### src/rtl/fifo_rd_ser.sv
// fifo_rd_ser: drains wide words from a first-word-fall-through FIFO read port
// and presents them as a narrower valid/ready stream, least-significant chunk
// first, at one chunk per cycle with no bubble between words.
//
// Integration note: fifo_ena depends combinationally on out_ready and
// fifo_empty, so it must not feed back into either of them through logic.
module fifo_rd_ser #(
  parameter int unsigned IN_WIDTH  = 32,
  parameter int unsigned OUT_WIDTH = 8
) (
  input  logic                 clk,
  input  logic                 rst,
  input  logic [IN_WIDTH-1:0]  fifo_data,
  output logic                 fifo_ena,
  input  logic                 fifo_empty,
  output logic [OUT_WIDTH-1:0] out_data,
  output logic                 out_last,
  output logic                 out_valid,
  input  logic                 out_ready,
  output logic                 busy
);

  localparam int unsigned RATIO = IN_WIDTH / OUT_WIDTH;
  localparam int unsigned CW    = (RATIO > 1) ? $clog2(RATIO) : 1;

  typedef enum logic {StEmpty, StHold} state_e;

  state_e              state;
  logic [IN_WIDTH-1:0] word_reg;
  logic [CW-1:0]       cnt;
  logic                hold;
  logic                take;

  assign hold = (state == StHold);

  // Outputs depend only on registered state, never on out_ready.
  always_comb begin
    out_data  = word_reg[32'(cnt) * OUT_WIDTH +: OUT_WIDTH];
    out_last  = (32'(cnt) == RATIO - 1);
    out_valid = hold;
    busy      = hold;
  end

  // Pop a new word when idle, or when the final chunk of the held word leaves
  // this cycle; this is what removes the inter-word bubble.
  always_comb begin
    take     = ~hold | (out_ready & out_last);
    fifo_ena = take & ~fifo_empty & ~rst;
  end

  // Hold/empty state machine with chunk counter and word register.
  always_ff @(posedge clk) begin
    if (rst) begin
      state    <= StEmpty;
      cnt      <= '0;
      word_reg <= '0;
    end else if (fifo_ena) begin
      word_reg <= fifo_data;
      cnt      <= '0;
      state    <= StHold;
    end else if (hold && out_ready) begin
      if (!out_last) begin
        cnt <= cnt + 1'b1;
      end else begin
        // Final chunk gone and nothing to refill with.
        state <= StEmpty;
        cnt   <= '0;
      end
    end
  end

endmodule
### config.mk
export PLATFORM = sky130hd
export DESIGN_NAME = fifo_rd_ser
export DESIGN_NICKNAME = d
export VERILOG_FILES = /design/src/rtl/fifo_rd_ser.sv
export SDC_FILE = /design/constraint.sdc
export NUM_CORES = 1
export LEC_CHECK = 0
export CAP_MARGIN = 30
export CORE_MARGIN = 2
export CORE_UTILIZATION = 40
export DETAILED_ROUTE_END_ITERATION = 7
export DONT_BUFFER_PORTS = 1
export REMOVE_ABC_BUFFERS = 1
export SYNTH_ARGS = -nofsm -noshare
export SYNTH_HDL_FRONTEND = slang
export SYNTH_SLANG_ARGS = --single-unit
### constraint.sdc
create_clock -name clk -period 2 [get_ports clk]
set_input_delay 0.4 -clock clk [delete_from_list [all_inputs] [get_ports clk]]
set_output_delay 0.4 -clock clk [all_outputs]
set_load 0.1 [all_outputs]
---- Yosys cells after proc, flatten, opt, wreduce, memory -nomap -nowiden ----
Cells that the tools add are included.
operators by class
  equality and inequality tests ........... 1
  bitwise logic cells ..................... 7
  add/sub/neg operators ................... 1
  muxes and demuxes ....................... 4
  reductions and logical operators ........ 5
  shifts and indexed selects .............. 1
operator list
  operator                                      number
  variable part select 32 x 6 -> 8 bit          1
  nonzero test 2 bit                            2
  bitwise AND 1 bit                             3
  2-to-1 mux 1 bit                              3
  inverter 1 bit                                3
  adder 2 x 1 -> 2 bit (second input constant)  1
  == test 2 bit (second input constant)         1
  2-to-1 mux 2 bit                              1
  AND reduction 2 bit                           1
  OR reduction 2 bit                            1
  logical AND 1 bit                             1
  bitwise OR 1 bit                              1
word-level totals
  register bits after elaboration ......... 35
  output and inout port bits .............. 12

---- Depth between registers and ports, before layout ----
Gate-level depths: netlist (run 1).
  depth in word-level cells ............... 7
  depth in mapped cells ................... 5
  mapped depth without buffers ............ 4

---- Least setup slack after synthesis (run 1) ----
No wires, ideal clock.
  path type ............................... register -> output
  start point ............................. reg cnt[0]
  end point ............................... out fifo_ena
  cell stages (with the launch flop) ...... 5
  path slack .............................. -411 ps
  arrival time ............................ 2,011 ps
  required time ........................... 1,600 ps
  path through ............................ dfxtp_1 ha_1 a21bo_4 nor3b_4 buf_6
on the way
  longest elaborated chain between the ends .. 5
ends and longest elaborated chain
  item                            RTL line  source
  from (decl)                     30        logic [CW-1:0] cnt;
  from (signal assigned)          63        cnt <= cnt + 1'b1;
  == test 2 bit                   39        out_last = (32'(cnt) == RATIO - 1);
  named net out_last              17        output logic out_last,
  bitwise AND 1 bit               47        take = ~hold | (out_ready & out_last);
  bitwise OR 1 bit                47
  bitwise AND 1 bit (2 in a row)  48        fifo_ena = take & ~fifo_empty & ~rst;
  to (decl)                       14        output logic fifo_ena,
The timed path passes the listed nets, and every way through them passes these cells.

---- Worst setup path in the final report (run 1) ----
  start point ............................. reg cnt[1]
  end point ............................... out out_data[2]
on the way
  longest elaborated chain between the ends .. 1
ends and longest elaborated chain
  item                                  RTL line  source
  variable part select 32 x 6 -> 8 bit  38        out_data = word_reg[32'(cnt) * OUT_WIDTH +: OUT_WIDTH];
  to (decl)                             16        output logic [OUT_WIDTH-1:0] out_data,
No other way between the ends.

==> impl_metrics.tcl, run 1 <==
set metrics [dict create \
    run_status "finished clean" \
    grt_pass1_vias 966 \
    timing.critical_path.required_ns 1.60 \
    crit_slowest_cell "sky130_fd_sc_hd__mux4_2" \
    setup_ws_ns 0.0150 \
    gp_congestion 0.664 \
    dp_worst_setup_slack_ns 0.265 \
    arrival_time_of_data_at_the_critical_path_endpoint_ns 1.59 \
    end_kind "output port" \
    register_area_sq_um 704 \
    drv_slew 0 \
    numPortBuffers 0 \
    largest_cells_by_area_after_synthesis "sky130_fd_sc_hd__dfxtp_1 (52%), sky130_fd_sc_hd__a22o_1 (19%), sky130_fd_sc_hd__mux4_2 (13%)" \
    critical-path-max-stage-delay_ns 0.54 \
    synthMuxAreaShare_pct 14.1 \
    wirelength_microns 2920 \
    initial_core_utilization_pct 41.1 \
    fp.dieH_microns 62.1 \
    cts_max_level 2 \
    syn-mean-instance-area_sq_um 13.9 \
    achievable-frequency_mhz 504 \
    synth_top_family_by_area "compound AO/OA/AOI/OAI gates" \
    clock_skew_ns 0.00306 \
    cellLeakagePower_nw 0.673 \
    clk_latency_ns 0.35 \
    slew_headroom_pct 62.4 \
    netlist_area_sq_um 1350 \
    post-synth-top-area-fraction_pct 51.9 \
    final_common_cell "sky130_fd_sc_hd__dfxtp_1" \
    total_vias_in_the_final_route 908 \
    synthesized_area_fraction_occupied_by_xor_and_xnor_cells_pct 0 \
    timing.final.crit_share_pct 99.3 \
    globalRoute.busiestLayer "met2" \
    drt-initial-drc-count 42 \
    grt.total_usage_pct 16.0 \
    drt.antenna.violating_nets 0 \
    initial_antenna_violation_count 0 \
    worstPathBufferInverterCount 2 \
    synth_sequential_area_ratio_pct 51.9 \
    gr-usage-met2_pct 23.8 \
    layout.nets 153 \
    worst_tran_pin_value_ns 0.564 \
    synth_compound_gate_area_share_pct 24.4 \
    via_per_inst 5.57 \
    fillers 287 \
    groute.layer.met1.usage_pct 18.9 \
    final_cell_mix "sky130_fd_sc_hd__dfxtp_1 (32), sky130_fd_sc_hd__a22o_1 (29), sky130_fd_sc_hd__buf_12 (9), sky130_fd_sc_hd__buf_4 (9), sky130_fd_sc_hd__mux4_2 (8)" \
    cts-root-buf "sky130_fd_sc_hd__clkbuf_4" \
    tritoncts "yes" \
    hold_path.class "input port to flop" \
    synth_largest_area_cell "sky130_fd_sc_hd__dfxtp_1" \
    drive_gt1_share_pct 39.3 \
    global_route.usage.met3_pct 7.07 \
    top_level_ports 48 \
    finalPower_w 0.00149 \
    fp.dieW_microns 62.1 \
    ys.warnings.count 0 \
    cts_sinks 35 \
    dieArea_sq_um 3860 \
    finalSetupViolCount 0 \
    multi_input_comb_area_sq_um 586 \
    cp_cell_sequence "buf_6, mux4_2, buf_12" \
    worst-setup-path-type "flop to output port" \
    crit_fanout 5 \
    area.growth.synth_to_final_pct 26.9 \
    rsz0062_at_grt "true" \
    overflow 0 \
    floorplan.rows 21 \
    cp_top_family "multiplexers" \
    worst_setup_hold_path_clk_slew_ns 0.10 \
    drt-pass1-iter-count 4 \
    clockBufferDepth 2 \
    final_period_minus_worst_setup_slack_ns 1.99 \
    wire_length_of_the_first_global_routing_pass_microns 4650 \
    post_synth_fa_ha_maj_area_fraction_pct 0.926 \
    floorplan.core_area_sq_um 3280 \
    vdd.ir_drop.worst_mv 0.368 \
    cts_made_buffers 5 \
    final-hold-violation-count 0 \
    drt-wirelength-per-cell_microns 17.9 \
    setup.worst_path.start_class "flop" \
    synth_cell_types 19 \
    powerDensity_nw_per_um2 870 \
    grt_start_max_net_pins 35 \
    insertedDiodeCount 0 \
    ys_ff_latch 35 \
    number_of_max_cap_violations 0 \
    timing.hold.ws_ns 0.0997 \
    largest_register_ffs 32 \
    post_synthesis_simple_gate_area_fraction_pct 3.06 \
    post-dp-hpwl_microns 2100 \
    post-route-drc-count 0 \
    synthesis.instances 97 \
]
## layout make-up
type                       count  area share (%)
sequential                    35            41.1
multi-input combinational     52            34.1
timing repair buffer          21            17.2
clock buffer                   8            4.01
tap                           46            3.36
inverter                       1           0.219
## cells by family after synthesis
family / Yosys count
muxes: 9
and+or+nand+nor: 6
buffers and inverters: 10
AOI/OAI and AO/OA: 36
adders and majority gates: 1
DFF: 35
## synth_stat cells (all sizes together)
master and instances:
dfxtp 35, a22o 32, buf 9, mux4 8
a21oi 2, nand2 2, a21bo 1, a21boi 1
ha 1, inv 1, mux2i 1, nand3 1
nor2 1, nor2b 1, nor3b 1
## worst register-to-register path, stage by stage (launching register included)
cell and delay, ns:
sky130_fd_sc_hd__dfxtp_2 0.35, sky130_fd_sc_hd__buf_6 0.13, sky130_fd_sc_hd__ha_4 0.15, sky130_fd_sc_hd__a21bo_4 0.21, sky130_fd_sc_hd__nor3b_4 0.15, sky130_fd_sc_hd__buf_4 0.13, sky130_fd_sc_hd__buf_4 0.18, sky130_fd_sc_hd__a22o_2 0.27
## report_power, final
group          internal, W  total (W)  switching, W
Combinational     0.000118   0.000289      0.000171
Clock             0.000207   0.000440      0.000233
Sequential        0.000739   0.000763     0.0000239
Total              0.00106    0.00149      0.000428
## per-stage QoR
stage | setup TNS [ns] | cells | utilization (%) | cell area [sq um]
2_1_floorplan | -53.30 | 88 | - | 1280
3_3_place_gp | 0 | 153 | 49.1 | 1610
3_5_place_dp | 0 | 153 | 49.1 | 1610
4_1_cts | -0.0390 | 162 | 51.8 | 1700
5_1_grt | -0.195 | 163 | 52.2 | 1720
6_report | 0 | 163 | 52.2 | 1720
## path summary, 6_finish.rpt
kind,end,cells past startpoint,start,slack [ns]
max,out_data[2],3,cnt[1]$_SDFFE_PP0P_,0.01
min,busy$_SDFFE_PP0P_,1,rst,0.1
max reg2reg,word_reg[10]$_SDFFE_PP0P_,7,cnt[1]$_SDFFE_PP0P_,0.33
min reg2reg,word_reg[14]$_SDFFE_PP0P_,1,word_reg[14]$_SDFFE_PP0P_,0.48
## routing by layer
metal / vias to the layer above / wire, microns
met5: - / 0
met4: 0 / 72
met3: 7 / 257
met2: 36 / 1340
met1: 447 / 1240
li1: 418 / -
## timing repair
action	4_1_cts	5_1_grt
buffers inserted	1	1
cloned	0	0
hold buffers	0	0
pin swaps	0	1
gates resized for setup	4	3
setup endpoints to repair	6	7
Power figures use the tool's default switching activity.
==> inputs of run 2 (changes only) <==
--- a/config.mk
+++ b/config.mk
@@ -10,6 +10,7 @@
 export CORE_UTILIZATION = 40
 export DETAILED_ROUTE_END_ITERATION = 7
 export DONT_BUFFER_PORTS = 1
+export PLACE_DENSITY = 0.6
 export REMOVE_ABC_BUFFERS = 1
 export SYNTH_ARGS = -nofsm -noshare
 export SYNTH_HDL_FRONTEND = slang
==> constraint.sdc (replaced) <==
create_clock -name clk -period 1.8 [get_ports clk]
set_input_delay 0.36 -clock clk [delete_from_list [all_inputs] [get_ports clk]]
set_output_delay 0.36 -clock clk [all_outputs]
set_load 0.1 [all_outputs]
==> impl_metrics.tcl, run 2 (same netlist as run 1, synthesis figures left out) <==
set metrics [dict create \
    run_status "finished, violations left" \
    failed_checks "negative setup slack" \
    fp.dieW_microns 62.1 \
    clock_skew_ns 0.00461 \
    floorplan.core_area_sq_um 3280 \
    initial_antenna_violation_count 0 \
    post-dp-hpwl_microns 1950 \
    reg2reg_depth 6 \
    clk_latency_ns 0.33 \
    worst-setup-path-type "flop to output port" \
    drt-wirelength-per-cell_microns 16.7 \
    grt_start_max_net_pins 35 \
    timing.final.crit_share_pct 107 \
    final_period_minus_worst_setup_slack_ns 1.92 \
    number_of_max_cap_violations 0 \
    globalRoute.busiestLayer "met2" \
    rsz0062_at_grt "true" \
    fillers 288 \
    setup.worst_path.start_class "flop" \
    drive_gt1_share_pct 39.7 \
    post_layout_nonfiller_instances 162 \
    via_per_inst 5.52 \
    final-hold-violation-count 0 \
    cts_max_level 2 \
    timing.hold.worst_path_depth 1 \
    clockBufferDepth 2 \
    fin_setup_tns_ns -0.825 \
    drt.antenna.violating_nets 0 \
    wirelength_microns 2700 \
    cts_made_buffers 5 \
    largest_register_ffs 32 \
    switching_share_pct 28.7 \
    achievable-frequency_mhz 521 \
    insertedDiodeCount 0 \
    worst_tran_pin_value_ns 0.565 \
    arrival_time_of_data_at_the_critical_path_endpoint_ns 1.56 \
    crit_fanout 4 \
    cellLeakagePower_nw 0.671 \
    final_cell_mix "sky130_fd_sc_hd__dfxtp_1 (32), sky130_fd_sc_hd__a22o_1 (29), sky130_fd_sc_hd__buf_12 (9), sky130_fd_sc_hd__mux4_2 (8), sky130_fd_sc_hd__buf_4 (7)" \
    cts_sinks 35 \
    power.combinational.fraction_pct 20.2 \
    area.growth.synth_to_final_pct 26.2 \
    setup_ws_ns -0.120 \
    finalPower_w 0.00158 \
    gp_congestion 0.628 \
    global_route.usage.met3_pct 8.33 \
    total_vias_in_the_final_route 894 \
    hold_buffers_post_cts 0 \
    layout.nets 153 \
    initial_core_utilization_pct 41.1 \
    share_seq_of_total_power_pct 53.2 \
    grt.total_usage_pct 14.7 \
    drt-pass1-iter-count 4 \
    worst_setup_hold_path_clk_slew_ns 0.10 \
    tritoncts "yes" \
    groute.layer.met1.usage_pct 17.9 \
    number_of_instances_in_the_placed_design 153 \
    drv_slew 0 \
    slew_headroom_pct 62.4 \
    numPortBuffers 0 \
    internal-power_w 0.00113 \
    vdd.ir_drop.worst_mv 0.492 \
    post-route-drc-count 0 \
    cts-root-buf "sky130_fd_sc_hd__clkbuf_4" \
    fp.dieH_microns 62.1 \
    power.share.clock_pct 26.6 \
    grt_pass1_vias 958 \
    timing.critical_path.required_ns 1.44 \
    final_common_cell "sky130_fd_sc_hd__dfxtp_1" \
    net-switching-power_w 0.000454 \
    powerDensity_nw_per_um2 928 \
    layout.core_utilization_pct 51.9 \
    timing.hold.ws_ns 0.0760 \
    finalSetupViolCount 8 \
    gr-usage-met2_pct 22.7 \
    hold_path.class "input port to flop" \
    floorplan.rows 21 \
    overflow 0 \
    top_level_ports 48 \
    drt-initial-drc-count 28 \
    dieArea_sq_um 3860 \
    wire_length_of_the_first_global_routing_pass_microns 4490 \
    end_kind "output port" \
]
-- run 2: cell types whose count changed in the layout (fill, tap and decap cells not counted) --
cell and change:
sky130_fd_sc_hd__dfxtp_4 +2, sky130_fd_sc_hd__ha_4 -1, sky130_fd_sc_hd__dfxtp_2 -2, sky130_fd_sc_hd__clkbuf_1 -1
sky130_fd_sc_hd__clkinv_2 +1, sky130_fd_sc_hd__clkbuf_8 -1, sky130_fd_sc_hd__buf_6 +2, sky130_fd_sc_hd__ha_2 +1
sky130_fd_sc_hd__buf_4 -2
-- run 2: metal layers --
metal / up-vias / share of wire, %
li1: 421 / -
met1: 433 / 44
met2: 38 / 46
met3: 2 / 9.6
met4: 0 / 0.44
met5: - / 0
-- run 2: final timing paths --
path	start	endpoint	slack [ns]
setup / recovery	cnt[1]$_SDFFE_PP0P_	out_data[4]	-0.12
hold / removal	rst	busy$_SDFFE_PP0P_	0.08
setup reg to reg	cnt[0]$_SDFFE_PP0P_	word_reg[10]$_SDFFE_PP0P_	0.16
hold reg to reg	word_reg[25]$_SDFFE_PP0P_	word_reg[25]$_SDFFE_PP0P_	0.48
-- run 2: final cells by class --
cell class	count	area (sq um)	area share, %
multi-input cells	52	576	33.7
inverters	1	3.75	0.220
clock buffers	6	51.3	3.01
well taps	46	57.6	3.37
clock inverters	1	5.00	0.293
repair buffers	21	303	17.8
flip-flops and latches	35	709	41.6
-- run 2: stage by stage --
stage | instance area (sq um) | setup WS, ns
after global placement | 1610 | 0.190
after CTS | 1700 | -0.137
after global routing | 1710 | -0.196
after floorplan | 1280 | -1.79
after detailed placement | 1610 | 0.168
final | 1710 | -0.120
-- run 2: worst max-delay path, cell delays in order (launching register included) --
cell	delay [ns]
sky130_fd_sc_hd__dfxtp_4	0.38
sky130_fd_sc_hd__buf_6	0.13
sky130_fd_sc_hd__mux4_2	0.53
sky130_fd_sc_hd__buf_12	0.19
-- run 2: what timing repair did --
item | in CTS | in global routing
endpoints found under the hold margin | 0 | 0
gates resized for setup | 6 | 4
setup endpoints to repair | 9 | 9
buffers inserted | 2 | 0
-- run 2: power groups by stage --
stage	registers [W]	logic, W	clock network [W]
6_report	0.000842	0.000320	0.000420
4_1_cts	0.000843	0.000324	0.000438
5_1_grt	0.000848	0.000333	0.000484
2_1_floorplan	0.000880	0.000196	0
3_5_place_dp	0.000862	0.000320	0
3_3_place_gp	0.000860	0.000315	0
